File: src/rtl/ysyx_22050078_mem_arbiter.sv
// ============================================================================
// Module  : ysyx_22050078_mem_arbiter
// Brief   : Round-robin arbiter sharing one memory port between IFU and LSU,
//           one outstanding transaction, response routed to the owner.
// Revision: 1.0 - initial release
// ============================================================================
`default_nettype none

module ysyx_22050078_mem_arbiter #(
    parameter int ADDR_W = 64,
    parameter int DATA_W = 64,
    parameter int MASK_W = DATA_W / 8
) (
    input  logic              clk,
    input  logic              rst_n,
    // IFU side
    input  logic              i_ifu_req_valid,
    output logic              o_ifu_req_ready,
    input  logic [ADDR_W-1:0] i_ifu_addr,
    output logic              o_ifu_resp_valid,
    output logic [DATA_W-1:0] o_ifu_rdata,
    // LSU side
    input  logic              i_lsu_req_valid,
    output logic              o_lsu_req_ready,
    input  logic              i_lsu_wen,
    input  logic [ADDR_W-1:0] i_lsu_addr,
    input  logic [DATA_W-1:0] i_lsu_wdata,
    input  logic [MASK_W-1:0] i_lsu_wmask,
    output logic              o_lsu_resp_valid,
    output logic [DATA_W-1:0] o_lsu_rdata,
    // memory side
    output logic              o_mem_req_valid,
    input  logic              i_mem_req_ready,
    output logic              o_mem_wen,
    output logic [ADDR_W-1:0] o_mem_addr,
    output logic [DATA_W-1:0] o_mem_wdata,
    output logic [MASK_W-1:0] o_mem_wmask,
    input  logic              i_mem_resp_valid,
    input  logic [DATA_W-1:0] i_mem_rdata
);

    localparam logic [1:0] S_IDLE   = 2'd0;
    localparam logic [1:0] S_REQ    = 2'd1;
    localparam logic [1:0] S_RESP   = 2'd2;

    localparam logic [1:0] OWN_NONE = 2'd0;
    localparam logic [1:0] OWN_IFU  = 2'd1;
    localparam logic [1:0] OWN_LSU  = 2'd2;

    localparam logic       GNT_IFU  = 1'b0;
    localparam logic       GNT_LSU  = 1'b1;

    logic [1:0]        r_state;
    logic [1:0]        r_owner;
    logic              r_last_grant;
    logic              r_wen;
    logic [ADDR_W-1:0] r_addr;
    logic [DATA_W-1:0] r_wdata;
    logic [MASK_W-1:0] r_wmask;
    logic              r_ifu_resp_valid;
    logic [DATA_W-1:0] r_ifu_rdata;
    logic              r_lsu_resp_valid;
    logic [DATA_W-1:0] r_lsu_rdata;

    logic w_idle;
    logic w_grant_ifu;
    logic w_grant_lsu;
    logic w_capture;

    // On a tie the requester that did not win last time gets the port.
    always_comb begin
        w_idle      = (r_state == S_IDLE);
        w_grant_ifu = w_idle && i_ifu_req_valid &&
                      (!i_lsu_req_valid || (r_last_grant == GNT_LSU));
        w_grant_lsu = w_idle && i_lsu_req_valid &&
                      (!i_ifu_req_valid || (r_last_grant == GNT_IFU));
        w_capture   = ((r_state == S_REQ) && i_mem_req_ready && i_mem_resp_valid) ||
                      ((r_state == S_RESP) && i_mem_resp_valid);
    end

    always_ff @(posedge clk or negedge rst_n) begin
        if (!rst_n) begin
            r_state      <= S_IDLE;
            r_owner      <= OWN_NONE;
            r_last_grant <= GNT_IFU;
            r_wen        <= 1'b0;
            r_addr       <= '0;
            r_wdata      <= '0;
            r_wmask      <= '0;
        end else begin
            case (r_state)
                S_IDLE: begin
                    if (w_grant_ifu) begin
                        r_state      <= S_REQ;
                        r_owner      <= OWN_IFU;
                        r_last_grant <= GNT_IFU;
                        r_wen        <= 1'b0;
                        r_addr       <= i_ifu_addr;
                        r_wdata      <= '0;
                        r_wmask      <= '0;
                    end else if (w_grant_lsu) begin
                        r_state      <= S_REQ;
                        r_owner      <= OWN_LSU;
                        r_last_grant <= GNT_LSU;
                        r_wen        <= i_lsu_wen;
                        r_addr       <= i_lsu_addr;
                        r_wdata      <= i_lsu_wdata;
                        r_wmask      <= i_lsu_wmask;
                    end
                end
                S_REQ: begin
                    if (i_mem_req_ready) begin
                        if (i_mem_resp_valid) begin
                            r_state <= S_IDLE;
                            r_owner <= OWN_NONE;
                        end else begin
                            r_state <= S_RESP;
                        end
                    end
                end
                S_RESP: begin
                    if (i_mem_resp_valid) begin
                        r_state <= S_IDLE;
                        r_owner <= OWN_NONE;
                    end
                end
                default: begin
                    r_state <= S_IDLE;
                    r_owner <= OWN_NONE;
                end
            endcase
        end
    end

    // Response pulses are registered, so they appear the cycle after capture.
    always_ff @(posedge clk or negedge rst_n) begin
        if (!rst_n) begin
            r_ifu_resp_valid <= 1'b0;
            r_ifu_rdata      <= '0;
            r_lsu_resp_valid <= 1'b0;
            r_lsu_rdata      <= '0;
        end else begin
            r_ifu_resp_valid <= w_capture && (r_owner == OWN_IFU);
            r_lsu_resp_valid <= w_capture && (r_owner == OWN_LSU);
            if (w_capture && (r_owner == OWN_IFU)) begin
                r_ifu_rdata <= i_mem_rdata;
            end
            if (w_capture && (r_owner == OWN_LSU)) begin
                r_lsu_rdata <= r_wen ? '0 : i_mem_rdata;
            end
        end
    end

    assign o_ifu_req_ready  = w_grant_ifu;
    assign o_lsu_req_ready  = w_grant_lsu;
    assign o_ifu_resp_valid = r_ifu_resp_valid;
    assign o_ifu_rdata      = r_ifu_rdata;
    assign o_lsu_resp_valid = r_lsu_resp_valid;
    assign o_lsu_rdata      = r_lsu_rdata;
    assign o_mem_req_valid  = (r_state == S_REQ);
    assign o_mem_wen        = r_wen;
    assign o_mem_addr       = r_addr;
    assign o_mem_wdata      = r_wdata;
    assign o_mem_wmask      = r_wmask;

`ifndef SYNTHESIS
    a_ifu_hold: assert property (@(posedge clk) disable iff (!rst_n)
        (i_ifu_req_valid && !o_ifu_req_ready) |=> i_ifu_req_valid);
    a_lsu_hold: assert property (@(posedge clk) disable iff (!rst_n)
        (i_lsu_req_valid && !o_lsu_req_ready) |=> i_lsu_req_valid);
`endif

endmodule

`default_nettype wire

File: config.mk
export PLATFORM = sky130hd
export DESIGN_NAME = ysyx_22050078_mem_arbiter
export DESIGN_NICKNAME = d
export VERILOG_FILES = /design/src/rtl/ysyx_22050078_mem_arbiter.sv
export SDC_FILE = /design/constraint.sdc
export NUM_CORES = 1
export LEC_CHECK = 0
export BUFFER_PORTS_ARGS = -buffer_cell sky130_fd_sc_hd__buf_2
export CAP_MARGIN = 25
export CELL_PAD_IN_SITES_DETAIL_PLACEMENT = 1
export CELL_PAD_IN_SITES_GLOBAL_PLACEMENT = 1
export CORE_AREA = 3 3 208 210
export CTS_CLUSTER_SIZE = 14
export DETAILED_ROUTE_END_ITERATION = 12
export DIE_AREA = 0 0 211 213
export HOLD_SLACK_MARGIN = 0.02
export PLACE_DENSITY_LB_ADDON = 0.1
export SYNTH_ARGS = -nofsm -noshare
export SYNTH_HDL_FRONTEND = slang
export SYNTH_SLANG_ARGS = --single-unit
export TNS_END_PERCENT = 5
File: constraint.sdc
create_clock -name clk -period 2 [get_ports clk]
set_input_delay 0.1 -clock clk [delete_from_list [all_inputs] [get_ports clk]]
set_output_delay 0.1 -clock clk [all_outputs]
set_load 0.03 [all_outputs]
Word level (Yosys, flattened, before mapping):

Index checks and enable logic that the tools add are counted.

* equality and inequality tests: 7
* muxes and demuxes: 22
* bitwise logic cells: 1
* reduce and logical (&&, ||, !) cells: 19

Operator list (count)
* $mux 64: 5
* $mux 2: 9
* $mux 8: 2
* $pmux 2 s3: 2
* $logic_and 1x1->1: 9
* $eq 2x1->1 const B: 2
* $eq 2x2->1 const B: 2
* $mux 1: 4
* $reduce_and 2->1: 2
* $logic_or 1x1->1: 3
* $ne 3x3->1 const B: 1
* $reduce_and 3->1: 1
* $logic_not 1->1: 2
* $logic_not 2->1: 1
* $ne 2x1->1 const B: 1
* $ne 2x2->1 const B: 1
* $reduce_bool 2->1: 1
* $not 1->1: 1

* bits in registers: 272
* input bits: 271
* output and inout port bits: 270
* logic and storage cells: 60

Longest topological paths before layout:

* depth after elaboration: 6
* mapped depth: 8
* mapped depth without buffers: 5

Least setup slack after synthesis:

OpenSTA, ideal clock, no wires.

* path kind: reg2reg
* from: register r_state[1]
* to: register r_lsu_rdata[14], in the netlist o_lsu_rdata[14]
* library setup time: 125 ps
* arrival time: 1929 ps
* data required time: 1875 ps
* slack: -54 ps
* stages on the path, launching flop included: 8
* clock period less this slack: 2054 ps
* path through: dfrtp_1 > inv_1 > ha_1 > a21oi_1 > nor4b_2 > buf_4 > buf_4 > mux2_2

* longest elaborated chain between the ends: 5
* elaborated cells between the ends (all ways): 7
* those cells by class: eq/ne: 2; reduce/logical: 5

RTL lines
* start, declared: RTL line 53 `logic [1:0] r_state;`
* start signal, assigned: RTL line 83 `r_state <= S_IDLE;`
* start signal, assigned: RTL line 94 `r_state <= S_REQ;`
* start signal, assigned: RTL line 102 `r_state <= S_REQ;`
* $eq 2x1->1
* net o_mem_req_valid: RTL line 32 `output logic o_mem_req_valid,`
* $logic_and 1x1->1 (2 in series): RTL line 77 `w_capture = ((r_state == S_REQ) && i_mem_req_ready && i_mem_resp_valid) ||`
* $logic_or 1x1->1: RTL line 77
* $logic_and 1x1->1: RTL line 148 `if (w_capture && (r_owner == OWN_LSU)) begin`
* end signal, assigned: RTL line 149 `r_lsu_rdata <= r_wen ? '0 : i_mem_rdata;`
* end, declared: RTL line 63 `logic [DATA_W-1:0] r_lsu_rdata;`

The timed path passes the listed nets, and every way through them passes these cells.
A chain may end at the register's enable or synchronous reset.

Worst setup path in the final report:

* from: register r_state[0]
* to: register r_lsu_rdata[45], in the netlist o_lsu_rdata[45]

* longest elaborated chain between the ends: 5
* elaborated cells between the ends (all ways): 7
* those cells by class: eq/ne: 2; reduce/logical: 5

RTL lines (RTL line)
* $eq 2x1->1: 77
* $logic_and 1x1->1 (2 in series): 77
* $logic_or 1x1->1 *: 77
* $logic_and 1x1->1 *: 148

Every way passes the cells marked *; elsewhere a longest branch is shown, timed or not.

==> flow_metrics.py <==
metrics = {
    "status": {
        "outcome": "finished, final reports clean",
    },
    "timing": {
        "maxSlewViolCount": 0,
        "worst_pin_slew_ns": 0.5027,
        "hold_violations": 0,
        "fin_skew_ns": 0.01408,
        "fin_crit_sh_pct": 95.89,
        "fmax_mhz": 521.4,
        "period_minus_slack_ns": 1.918,
        "relSlewSlack_pct": 66.49,
        "setup_slack_ns": 0.08224,
        "setup_viol_count_final": 0,
        "rsz0062_at_grt": "yes",
    },
    "clock_tree": {
        "cts_sinks": 272,
        "clk_latency_ns": 0.53,
        "clk_path_buf_depth": 3,
        "cts_tree": "done",
        "htree_levels": 2,
        "clkTransAtPathRegs_ns": 0.06,
        "clk_root_buffer_cell": "clkbuf_16",
        "cts_buffers": 35,
    },
    "floorplan": {
        "pin_count": 541,
        "die_h_um": 213,
        "core_area_um2": 41760,
        "start_util_pct": 27.36,
        "die_w_um": 211,
        "die_area_um2": 44940,
        "fp-row-count": 75,
    },
    "synth": {
        "synthCells": 905,
        "syn_area_um2": 11420,
        "async_reset_ff_share_pct": 100.0,
        "synth-seq-area-share_pct": 59.58,
        "yosysTopAreaCell": "dfrtp_1",
        "ys_warn_count": 0,
        "yosys-top-cells-area": "dfrtp_1 60%, mux2_2 13%, a22o_1 5.6%",
        "muxShareOfSynthArea_pct": 12.81,
        "synth-simple-area-share_pct": 11.30,
        "synthXorXnorAreaFrac_pct": 0,
        "ys_ff_latch": 272,
        "synth_compound_area_share_pct": 12.43,
        "synth_ff_type": "dfrtp_1",
        "syn_avg_cell_area_um2": 12.62,
        "synth_edf_count": 0,
        "synth_adder_area_share_pct": 0.4381,
        "ys_types": 27,
        "synth_nets": 1180,
        "synth_top_area_share_pct": 59.58,
        "synth_top_family_by_area": "multiplexers",
    },
    "detailed_routing": {
        "vias": 10600,
        "highest_layer": "met5",
        "routed-wl-met3_um": 2862,
        "drt_pre_antenna_iters": 4,
        "viasPerCell": 4.648,
        "detail-route-antenna-nets": 0,
        "route.detailed.drc": 0,
        "met1_length_um": 18060,
        "drt_iter0_drc": 386,
        "dr_wl_met2_um": 22150,
        "routedWlPerCell_um": 19.60,
        "wl_um": 44700,
    },
    "placement": {
        "place_congestion": 0.7536,
        "dp_hpwl_um": 30800,
        "place_ws_ns": 0.05223,
        "portBuffers": 540,
    },
    "worst_setup_path": {
        "cp-end-kind": "flip-flop",
        "crit_type": "flip-flop to flip-flop",
        "crit_arrival_ns": 2.33,
        "crit_path_start_kind": "flip-flop",
        "cp_max_fo": 8,
        "critPathRequiredTime_ns": 2.41,
    },
    "power": {
        "vdd_drop_max_mv": 0.7650,
        "combPwrFrac_pct": 49.7,
        "p_seq_share_pct": 30.9,
        "powerDensity_nw_per_um2": 1636,
        "p_leak_nw": 9.128,
        "clkPwrFrac_pct": 19.4,
        "swShare_pct": 44.84,
        "p_int_mw": 17.08,
        "p_switching_mw": 13.89,
    },
    "layout": {
        "mostFrequentLayoutCell": "buf_2",
        "layout_common_cells": "537 x buf_2, 271 x dfrtp_1, 268 x dlygate4sd3_1, 130 x mux2_2, 73 x a22o_1",
        "synthToLayoutAreaGrowth_pct": 65.75,
        "post-route-util_pct": 45.35,
        "nets": 1991,
        "drive_gt1_share_pct": 45.40,
    },
    "global_routing": {
        "grt_max_degree": 129,
        "grt_pass1_wl_um": 67200,
        "grt_overflow": 0,
        "track_usage_pct": 19.20,
        "antenna_found_initial": 3,
        "grt_pass1_vias": 11570,
    },
    "run": {
        "cap_violations": 0,
    },
    "hold_path": {
        "hold_class": "input port to asynchronous set/reset pin",
    },
}
## Yosys cell counts, types with 2 or more instances
master	number
or3b_2	9
nor2_1	66
o21a_1	2
a31oi_1	64
buf_4	11
a22o_1	73
inv_1	3
dfrtp_1	272
buf_1	3
o21ai_0	67
mux2_2	130
nand2_1	3
clkbuf_1	50
ha_1	4
buf_6	4
nor2b_1	67
buf_2	11
nor3_1	3
or3b_1	55
## area by class of cell
class	instances	area [um^2]
repair buffers	853	6047
well taps	539	674.4
clock inverters	6	45.04
inverters	3	11.26
fillers	4596	22820
diodes	2	5.005
multi-input cells	551	4294
flip-flops and latches	272	6808
clock buffers	55	1052
## state kept, by name, indices dropped and copies added, names as in the netlist
name              count
o_ifu_resp_valid      1
o_mem_wmask           8
r_owner               2
r_state               2
o_ifu_rdata          64
o_mem_addr           64
o_lsu_resp_valid      1
o_lsu_rdata          64
r_last_grant          1
o_mem_wdata          64
o_mem_wen             1
## routing by layer
metal,GRT usage [%],vias to the layer above
li1,-,4882
met1,22.83,5283
met2,33.06,350
met3,5.025,83
met4,8.176,4
met5,0,-
## through the flow
step                      instance area, um^2  power [mW]  cells  hold WS (ns)  TNS [ns]
after floorplan                         11430       19.23    905       -0.1956         0
after global placement                  15030       24.36   1942       0.07264         0
after detailed placement                15030       24.60   1942       0.06722         0
after CTS                               18840       31.31   2272       0.08799         0
after global routing                    18940       32.85   2281        0.1112   -0.2876
final                                   18940       30.98   2281        0.1002         0
## logic make-up (layout without fill, tap and decap cells)
family | count (synthesis) | in the layout
other | 0 | 2
muxes | 130 | 130
and+or+nand+nor | 207 | 207
adders and majority gates | 4 | 4
AOI/OAI and AO/OA | 210 | 210
DFF | 272 | 272
buffers and inverters | 82 | 917
## worst max-delay path, stage by stage, from the launching register on
cell	delay, ns
dfrtp_1	0.40
inv_2	0.08
ha_2	0.19
a21oi_2	0.06
nor4b_4	0.31
buf_12	0.16
buf_12	0.12
clkbuf_16	0.15
mux2_2	0.33
## worst paths after layout
path,start,to,slack (ns),depth (start not counted)
max,r_state[0]$_DFFE_PN0P_,o_lsu_rdata[45]$_DFFE_PN0P_,0.08,8
min,rst_n,o_lsu_rdata[25]$_DFFE_PN0P_,0.10,2
max reg2reg,r_state[0]$_DFFE_PN0P_,o_lsu_rdata[45]$_DFFE_PN0P_,0.08,8
min reg2reg,o_mem_wdata[58]$_DFFE_PN0P_,o_mem_wdata[58]$_DFFE_PN0P_,0.50,1
max in group asynchronous,rst_n,o_mem_wen$_DFFE_PN0P_,1.20,3
min in group clk,i_lsu_req_valid,r_state[1]$_DFFE_PN0P_,0.12,4
## power groups by stage
stage               sequential [mW]  combinational [mW]  clock, mW
floorplan                      14.6                4.67          0
global route                   9.93                16.4       6.50
finish                         9.58                15.4       6.01
detailed placement             9.64                15.0          0
global placement               9.58                14.8          0
CTS                            9.59                15.4       6.27
## repair_timing
item / 4_1_cts / 5_1_grt
gates cloned: 0 / 1
pin swaps: 0 / 1
hold endpoints to repair: 539 / 0
hold buffers: 268 / 0
endpoints found under the setup margin: 2 / 46
resized for setup: 7 / 6
setup buffers: 1 / 6
(Power assumes the default switching activity.)
